===== src/rtl/img_pkg.sv =====
// Definitions shared by the image frame reader and writer.
package img_pkg;

    typedef enum logic [1:0] {
        IDLE,
        WAIT_WR,
        RUN,
        DRAIN
    } state_t;

    // Reader and writer both size the BRAM address bus with this function.
    function automatic int ADDR_W(input int width, input int height);
        return $clog2(width * height) + 1;
    endfunction

endpackage


===== src/rtl/stream_skid_fifo.sv =====
// Two-entry skid FIFO. The head entry drives the outputs directly from a
// register, and the second entry absorbs one extra word while the head is stalled.
module stream_skid_fifo #(
    parameter int DW = 10
) (
    input  logic          clk,
    input  logic          n_rst,
    input  logic          push,
    input  logic [DW-1:0] din,
    input  logic          pop,
    output logic [DW-1:0] dout,
    output logic          full,
    output logic          empty,
    output logic [1:0]    count
);

    logic [DW-1:0] head_q;
    logic [DW-1:0] skid_q;
    logic [1:0]    count_q;

    always_ff @(posedge clk) begin
        if (!n_rst) begin
            head_q  <= '0;
            skid_q  <= '0;
            count_q <= '0;
        end else begin
            case (count_q)
                2'd0: begin
                    if (push) begin
                        head_q  <= din;
                        count_q <= 2'd1;
                    end
                end
                2'd1: begin
                    if (push && pop) begin
                        head_q <= din;
                    end else if (push) begin
                        skid_q  <= din;
                        count_q <= 2'd2;
                    end else if (pop) begin
                        count_q <= 2'd0;
                    end
                end
                default: begin
                    if (pop) begin
                        head_q <= skid_q;
                        if (push) skid_q <= din;
                        else      count_q <= 2'd1;
                    end
                end
            endcase
        end
    end

    assign dout  = head_q;
    assign full  = (count_q == 2'd2);
    assign empty = (count_q == 2'd0);
    assign count = count_q;

endmodule


===== src/rtl/img_stream_reader.sv =====
// Frame read-out engine: scans the image BRAM and emits pixels as a video
// stream, with a start-of-frame tag (tuser) and an end-of-line tag (tlast).
module img_stream_reader
    import img_pkg::*;
#(
    parameter int WIDTH     = 640,
    parameter int HEIGHT    = 480,
    parameter int BIT_WIDTH = 8
) (
    input  logic                              clk,
    input  logic                              n_rst,
    input  logic                              start,
    input  logic                              wr_busy,
    output logic [ADDR_W(WIDTH, HEIGHT)-1:0]  r_addr,
    output logic                              r_en,
    input  logic [BIT_WIDTH-1:0]              r_data,
    output logic [BIT_WIDTH-1:0]              m_tdata,
    output logic                              m_tvalid,
    input  logic                              m_tready,
    output logic                              m_tuser,
    output logic                              m_tlast,
    output logic                              busy,
    output logic                              done
);

    localparam int N  = WIDTH * HEIGHT;
    localparam int AW = ADDR_W(WIDTH, HEIGHT);
    localparam int CW = $clog2(WIDTH + 1);
    localparam int RW = $clog2(HEIGHT + 1);

    state_t          state_q, state_d;
    logic            start_prev_q;
    logic [AW-1:0]   addr_q, addr_d;
    logic [CW-1:0]   col_q, col_d;
    logic [RW-1:0]   row_q, row_d;
    logic            inflight_q;
    logic            tag_user_q, tag_last_q;
    logic            done_q;

    logic            start_flag, issue, pop, last_issue, last_pop;
    logic            fifo_push, fifo_full, fifo_empty;
    logic [1:0]      fifo_count;
    logic [2:0]      credit;
    logic [BIT_WIDTH+1:0] fifo_dout;

    assign start_flag = start & ~start_prev_q;
    assign pop        = m_tvalid & m_tready;

    // A beat leaving this cycle frees a slot, so a full-rate stream keeps issuing.
    assign credit     = 3'(fifo_count) + 3'(inflight_q) - 3'(pop);
    assign issue      = (state_q == RUN) && (credit < 3'd2);
    assign last_issue = issue && (addr_q == AW'(N - 1));
    assign last_pop   = (state_q == DRAIN) && pop && !inflight_q && (fifo_count == 2'd1);
    assign fifo_push  = inflight_q && (!fifo_full || pop);

    always_comb begin
        state_d = state_q;
        case (state_q)
            IDLE:    if (start_flag) state_d = wr_busy ? WAIT_WR : RUN;
            WAIT_WR: if (!wr_busy)   state_d = RUN;
            RUN:     if (last_issue) state_d = DRAIN;
            DRAIN:   if (last_pop)   state_d = IDLE;
            default:                 state_d = IDLE;
        endcase
    end

    always_comb begin
        addr_d = addr_q;
        col_d  = col_q;
        row_d  = row_q;
        if (issue) begin
            if (addr_q == AW'(N - 1)) begin
                addr_d = '0;
                col_d  = '0;
                row_d  = '0;
            end else begin
                addr_d = addr_q + AW'(1);
                if (col_q == CW'(WIDTH - 1)) begin
                    col_d = '0;
                    row_d = row_q + RW'(1);
                end else begin
                    col_d = col_q + CW'(1);
                end
            end
        end
    end

    always_ff @(posedge clk) begin
        if (!n_rst) begin
            state_q      <= IDLE;
            start_prev_q <= 1'b0;
            addr_q       <= '0;
            col_q        <= '0;
            row_q        <= '0;
            inflight_q   <= 1'b0;
            tag_user_q   <= 1'b0;
            tag_last_q   <= 1'b0;
            done_q       <= 1'b0;
        end else begin
            state_q      <= state_d;
            start_prev_q <= start;
            addr_q       <= addr_d;
            col_q        <= col_d;
            row_q        <= row_d;
            inflight_q   <= issue;
            // Tags are captured alongside the read so they meet their data word.
            tag_user_q   <= (col_q == '0) && (row_q == '0);
            tag_last_q   <= (col_q == CW'(WIDTH - 1));
            done_q       <= last_pop;
        end
    end

    stream_skid_fifo #(
        .DW(BIT_WIDTH + 2)
    ) u_fifo (
        .clk   (clk),
        .n_rst (n_rst),
        .push  (fifo_push),
        .din   ({tag_user_q, tag_last_q, r_data}),
        .pop   (pop),
        .dout  (fifo_dout),
        .full  (fifo_full),
        .empty (fifo_empty),
        .count (fifo_count)
    );

    assign {m_tuser, m_tlast, m_tdata} = fifo_dout;
    assign m_tvalid = ~fifo_empty;
    assign r_en     = issue;
    assign r_addr   = addr_q;
    assign busy     = (state_q != IDLE);
    assign done     = done_q;

endmodule


===== config.mk =====
export PLATFORM = sky130hd
export DESIGN_NAME = img_stream_reader
export DESIGN_NICKNAME = d
export VERILOG_FILES = /design/src/rtl/img_pkg.sv /design/src/rtl/stream_skid_fifo.sv /design/src/rtl/img_stream_reader.sv
export SDC_FILE = /design/constraint.sdc
export NUM_CORES = 1
export LEC_CHECK = 0
export BUFFER_PORTS_ARGS = -buffer_cell sky130_fd_sc_hd__buf_2
export CAP_MARGIN = 0
export CORE_AREA = 3 3 80 100
export CTS_CLUSTER_SIZE = 8
export DETAILED_ROUTE_END_ITERATION = 8
export DIE_AREA = 0 0 83 103
export GPL_TIMING_DRIVEN = 1
export PLACE_DENSITY = 0.66
export SLEW_MARGIN = 25
export SYNTH_ARGS = -nofsm -noshare
export SYNTH_HDL_FRONTEND = slang
export SYNTH_HIERARCHICAL = 1
export SYNTH_SLANG_ARGS = --single-unit

===== constraint.sdc =====
create_clock -name clk -period 3.7 [get_ports clk]
set_input_delay 0.555 -clock clk [delete_from_list [all_inputs] [get_ports clk]]
set_output_delay 0.555 -clock clk [all_outputs]
set_load 0.01 [all_outputs]

======== Word level (Yosys, flattened, before mapping) ========
Index checks and enable logic that the tools add are counted.
operators by class
  eq/ne operators ......................... 16
  order comparisons ....................... 1
  bitwise operators ....................... 4
  mux-type cells .......................... 26
  add/subtract/negate cells ............... 5
  reductions and logical operators ........ 24
operators by type and width
  kind                     number
  $mux W10                 8
  $pmux W10 S2             2
  $mux W2                  11
  $add A20 B1 Y20 const B  1
  $eq A20 B19 Y1 const B   1
  $mux W20                 1
  $mux W9                  2
  $add A10 B1 Y10 const B  1
  $eq A10 B10 Y1 const B   1
  $logic_not A10 Y1        1
  $ne A2 B2 Y1 const B     5
  $add A9 B1 Y9 const B    1
  $logic_not A9 Y1         1
  $logic_and A1 B1 Y1      8
  $pmux W2 S4              1
  $eq A2 B2 Y1 const B     3
  $reduce_and A3 Y1        2
  $reduce_bool A2 Y1       3
  $reduce_and A5 Y1        1
  $eq A2 B1 Y1 const B     2
  $logic_not A2 Y1         2
  $ne A2 B1 Y1 const B     2
  $pmux W2 S2              1
  $reduce_and A4 Y1        1
  11 further kinds         14
storage, ports and cells
  register bits ........................... 68

======== Depth between registers and ports, before layout ========
  depth in word-level cells ............... 9
  depth in mapped cells ................... 15
  gate-level depth less buffers ........... 12

======== Cells and area by module ========
Netlist, hierarchy kept.
modules (own cells, without submodules)
  module             sequential area each (um^2)  instances  cells each  area an instance (um^2)
  img_stream_reader  920.9                        1          274         2341.0
  stream_skid_fifo   440.4                        1          112         1044.8

======== Least setup slack after synthesis ========
OpenSTA, ideal clock, no wires.
  path kind ............................... register to output
  from .................................... register u_fifo.count_q[1], in the netlist u_fifo/count[1]
  to ...................................... output port r_en
  stages on the path, launching flop included .. 13
  path slack .............................. 0.256 ns
  arrival time ............................ 2.889 ns
  required time ........................... 3.145 ns
  cells stage by stage .................... dfxtp_1 buf_6 buf_2 nor2_1 nand2b_1 inv_1 ha_1 nand2b_1 fa_1 nand2_1 or2_2 clkinv_1 buf_1
on the way
  cells in the longest elaborated chain, start to end .. 6
  elaborated cells on any way between the ends .. 7
  classes of those cells .................. add/sub: 2; order compare: 1; bitwise: 2; reduce/logical: 2
RTL lines
  item                      line                     RTL
  start: declaration        stream_skid_fifo.sv:19   logic [1:0] count_q;
  start signal: assignment  stream_skid_fifo.sv:25   count_q <= '0;
  start signal: assignment  stream_skid_fifo.sv:31   count_q <= 2'd1;
  start signal: assignment  stream_skid_fifo.sv:39   count_q <= 2'd2;
  $logic_not A2 Y1          stream_skid_fifo.sv:57   assign empty = (count_q == 2'd0);
  named net fifo_empty      img_stream_reader.sv:41  logic fifo_push, fifo_full, fifo_empty;
  $not A1 Y1 (no line)      -
  $and A1 B1 Y1             img_stream_reader.sv:47  assign pop = m_tvalid & m_tready;
  named net pop             img_stream_reader.sv:40  logic start_flag, issue, pop, last_issue, last_pop;
  $sub A3 B1 Y3             img_stream_reader.sv:50  assign credit = 3'(fifo_count) + 3'(inflight_q) - 3'(pop);
  $lt A3 B2 Y1              img_stream_reader.sv:51  assign issue = (state_q == RUN) && (credit < 3'd2);
  $logic_and A1 B1 Y1       img_stream_reader.sv:51
  end: declaration          img_stream_reader.sv:15  output logic r_en,
The timed path passes the listed nets, and every way through them passes these cells.

======== Final worst setup path ========
  from .................................... register u_fifo.count_q[0], in the netlist u_fifo/count[0]
  to ...................................... output port r_en
The elaborated chain is that of the path after synthesis.

==> summary.md <==
| Metric | Value |
|---|---|
| Status | `completed` |
| Global-route usage over all layers | `18.5%` |
| Required time of the worst setup path | `3.14 ns` |
| Share of cells above drive strength 1 | `19.5%` |
| Instance area after placement | `3680 um2` |
| Count of pins over their slew limit | `0` |
| Clock-pin slew of the registers on the worst-case setup and hold paths | `0.08 ns` |
| Nets@finish | `456` |
| Cell Int Power | `1370 uW` |
| Critical path type | `flop to output port` |
| Share of total power in the clock network | `36.5%` |
| Final setup violation count | `0` |
| Simple-gate share of the synthesized area | `27.3%` |
| Number of DRC violations after detailed-routing iteration 0 | `95` |
| Hold slack | `0.439 ns` |
| Number of antenna violations at the first check in global routing | `0` |
| Instance count of the mapped netlist | `386` |
| Setup repair after global routing missed its margin | `false` |
| Number of H-tree levels | `3` |
| RD Place Congestion | `0.870` |
| Worst max-slew margin expressed relative to the limit | `42.4%` |
| Post-Synth Adder-Cell Area | `4.29%` |
| Worst vdd ir | `0.238 mV` |
| Overall die area | `8550 um2` |
| Post-DR wirelength/cell | `13.8 um` |
| Post-Syn Area | `3390 um2` |
| DR vias/cell | `5.45` |
| Hold crit path type | `input port to flop` |
| Synthesis-to-layout area growth | `15.9%` |
| Distinct cells, synth | `56` |
| Net Sw Frac | `30.0%` |
| Xor-xnor portion of the synthesized cell area | `7.24%` |
| Ratio of total power to cell area | `498 nW/um2` |
| Largest net degree at the start of global routing | `39` |
| Global-route wire length before repair | `12900 um` |
| Critical-path maximum fanout | `8` |
| Crit share post-route | `93.2%` |
| Floorplan row count | `34` |
| Number of sinks handled by clock tree synthesis | `68` |
| Via count | `2873` |
| Sequential power share | `42.6%` |
| Reported leakage power | `0.00167 uW` |
| Average footprint of a synthesized cell | `8.77 um2` |
| Fraction of registers with async set/reset | `0%` |
| Count of antenna diodes in the layout | `0` |
| Count of buffers inserted at the top-level ports | `46` |
| Highest Clock Rate | `290 MHz` |
| TritonRoute pass-1 iters | `4` |
| Final critical delay including setup and external delays | `3.45 ns` |
| Number of failing hold endpoints at the final stage | `0` |
| Syn nets | `410` |
| Area of the core | `7060 um2` |
| Number of synthesized flops with an enable pin | `0` |
| Max-cap violations | `0` |
| Top-level port count | `47` |
| Via count of the first global-routing pass | `2825` |
| Number of buffers inserted during clock tree synthesis | `9` |
| Design area | `3930 um2` |
| Sequential fraction of the synthesis area | `40.2%` |
| Initial core utilization | `47.9%` |
| Post-Route Skew | `0.00941 ns` |
| Ys flop type | `sky130_fd_sc_hd__dfxtp_1` |
| Actual slew at the worst max-slew pin | `0.862 ns` |
| Post-synthesis compound-gate area fraction | `9.39%` |
| TritonCTS clock tree | `done` |
| Sw power | `586 uW` |
| Clk_lat worst skew | `0.35 ns` |
| Number of design rule violations left after detail routing | `0` |
| Vertical die dimension | `103 um` |
| Number of nets still failing antenna checks after routing | `0` |
| Combinational fraction of design power | `20.9%` |
| Largest family of logic cells by synthesized area | `simple AND/OR/NAND/NOR gates` |
| Overall power | `1960 uW` |
| CTS max path bufs | `2` |
| Detailed placement HPWL | `5140 um` |
| Fraction of synthesized area in multiplexers | `6.87%` |
| Number of storage elements in the synthesis netlist | `68` |
| Chip width | `83 um` |
| GRT Residual Overflow | `0` |
| Number of synthesis warnings | `6` |
| Type of destination of the critical path | `output port` |
| CTS Root Buffer Type | `sky130_fd_sc_hd__clkbuf_8` |
| Category of the worst setup path launch point | `flop` |
| WP data arrival | `2.89 ns` |
| Number of filler instances in the final layout | `662` |
| Accumulated negative setup slack | `0 ns` |
| Total length of routed wires | `7280 um` |
[cell families (layout without fill, tap and decap cells)]
group                    after synthesis  after routing
XOR/XNOR                              28             28
flip-flops                            68             68
adder cells (fa/ha/maj)               11             11
AO/OA/AOI/OAI                         43             43
AND/OR/NAND/NOR                      178            178
buffers and inverters                 35             86
multiplexers                          23             23
[critical path, cell delays in order (launching register included)]
cell and delay [ns]:
sky130_fd_sc_hd__dfxtp_2 0.36, sky130_fd_sc_hd__nor2_1 0.11, sky130_fd_sc_hd__nand2b_1 0.18, sky130_fd_sc_hd__inv_1 0.12
sky130_fd_sc_hd__ha_1 0.30, sky130_fd_sc_hd__nand2b_1 0.15, sky130_fd_sc_hd__fa_1 0.50, sky130_fd_sc_hd__nand2_1 0.11
sky130_fd_sc_hd__or2_2 0.36, sky130_fd_sc_hd__clkinv_1 0.16, sky130_fd_sc_hd__buf_2 0.18
[synth_stat cells (all sizes together), types with 6 or more instances]
cell type | number | area [um2]
nor2 | 39 | 146
buf | 8 | 58.8
dfxtp | 68 | 1360
xnor2 | 11 | 96.3
nor4 | 6 | 52.6
o211a | 10 | 100
inv | 16 | 60.1
xor2 | 17 | 149
nor3 | 11 | 55.1
nand3 | 27 | 135
ha | 10 | 125
nand2 | 50 | 188
clkbuf | 10 | 37.5
mux2i | 21 | 210
a21oi | 8 | 40.0
o21ai | 8 | 40.0
nand4 | 9 | 56.3
[through the flow]
| stage | worst slack (ns) | utilization [%] | std cells |
|---|---|---|---|
| 2_1_floorplan | 0.256 | - | 386 |
| 3_3_place_gp | 0.411 | 52.2 | 511 |
| 3_5_place_dp | 0.241 | 52.2 | 511 |
| 4_1_cts | 0.159 | 55.5 | 527 |
| 5_1_grt | 0.0311 | 55.6 | 527 |
| 6_report | 0.250 | 55.6 | 527 |
[layout by cell type, fill, tap and decap left out, types with 2 or more instances in the layout]
cell type and count:
sky130_fd_sc_hd__dfxtp_1 67, sky130_fd_sc_hd__o21ai_0 7, sky130_fd_sc_hd__nor2_1 39, sky130_fd_sc_hd__buf_4 7, sky130_fd_sc_hd__or4_1 5, sky130_fd_sc_hd__xnor2_1 11, sky130_fd_sc_hd__inv_1 16, sky130_fd_sc_hd__buf_2 46
sky130_fd_sc_hd__ha_1 10, sky130_fd_sc_hd__mux2_2 2, sky130_fd_sc_hd__bufinv_16 2, sky130_fd_sc_hd__or3_1 2, sky130_fd_sc_hd__or4bb_1 2, sky130_fd_sc_hd__nor3_1 11, sky130_fd_sc_hd__o211a_1 10, sky130_fd_sc_hd__nand3_1 27
sky130_fd_sc_hd__and4_2 2, sky130_fd_sc_hd__nor4_1 5, sky130_fd_sc_hd__nand4_1 9, sky130_fd_sc_hd__clkbuf_8 10, sky130_fd_sc_hd__a21oi_1 8, sky130_fd_sc_hd__inv_6 3, sky130_fd_sc_hd__o211ai_1 4, sky130_fd_sc_hd__and4_1 2
sky130_fd_sc_hd__a31oi_1 2, sky130_fd_sc_hd__and3_2 3, sky130_fd_sc_hd__a21boi_0 2, sky130_fd_sc_hd__xor2_1 16, sky130_fd_sc_hd__and3_1 2, sky130_fd_sc_hd__and2_1 3, sky130_fd_sc_hd__mux2i_1 21, sky130_fd_sc_hd__nand2_1 50
sky130_fd_sc_hd__nand2b_1 5
[registers in the layout, indices dropped and copies added, names as in the netlist]
name	count
r_addr	20
col_q	10
u_fifo/dout	10
u_fifo/skid_q	10
row_q	9
state_q	2
u_fifo/count	2
done	1
inflight_q	1
start_prev_q	1
tag_last_q	1
tag_user_q	1
[power groups by stage]
stage                     Clock, uW  Sequential, uW  Combinational [uW]
after floorplan                   0             858                 279
after CTS                       730             834                 409
after global routing            761             843                 459
final                           713             834                 409
after detailed placement          0             851                 407
after global placement            0             850                 401
[worst paths after layout]
path	slack (ns)	endpoint	cells past startpoint	startpoint
setup reg to reg	0.41	row_q[5]	12	u_fifo/count[0]
hold / removal	0.44	start_prev_q	3	start
hold reg to reg	0.46	u_fifo/skid_q[8]	2	tag_last_q
setup / recovery	0.25	r_en	10	u_fifo/count[0]
[layer usage]
metal,track usage [%],share of wire [%],wire length [um]
met5,0,0,0
met4,8.81,2.0,145
met3,4.64,5.5,403
met2,31.1,48,3510
met1,22.3,44,3230
[final cells by class]
class | count | area [um2] | area share (%)
clock inverters | 6 | 93.8 | 2.39
flip-flops and latches | 68 | 1360 | 34.7
well taps | 90 | 113 | 2.87
multi-input cells | 283 | 1870 | 47.7
inverters | 17 | 63.8 | 1.63
repair buffers | 53 | 283 | 7.20
clock buffers | 10 | 138 | 3.51
[what timing repair did]
item                                    CTS  global route
buffers inserted                          0             0
hold buffers                              0             0
gates resized for setup                   0             2
endpoints found under the setup margin    0            11
(Power assumes the default switching activity.)
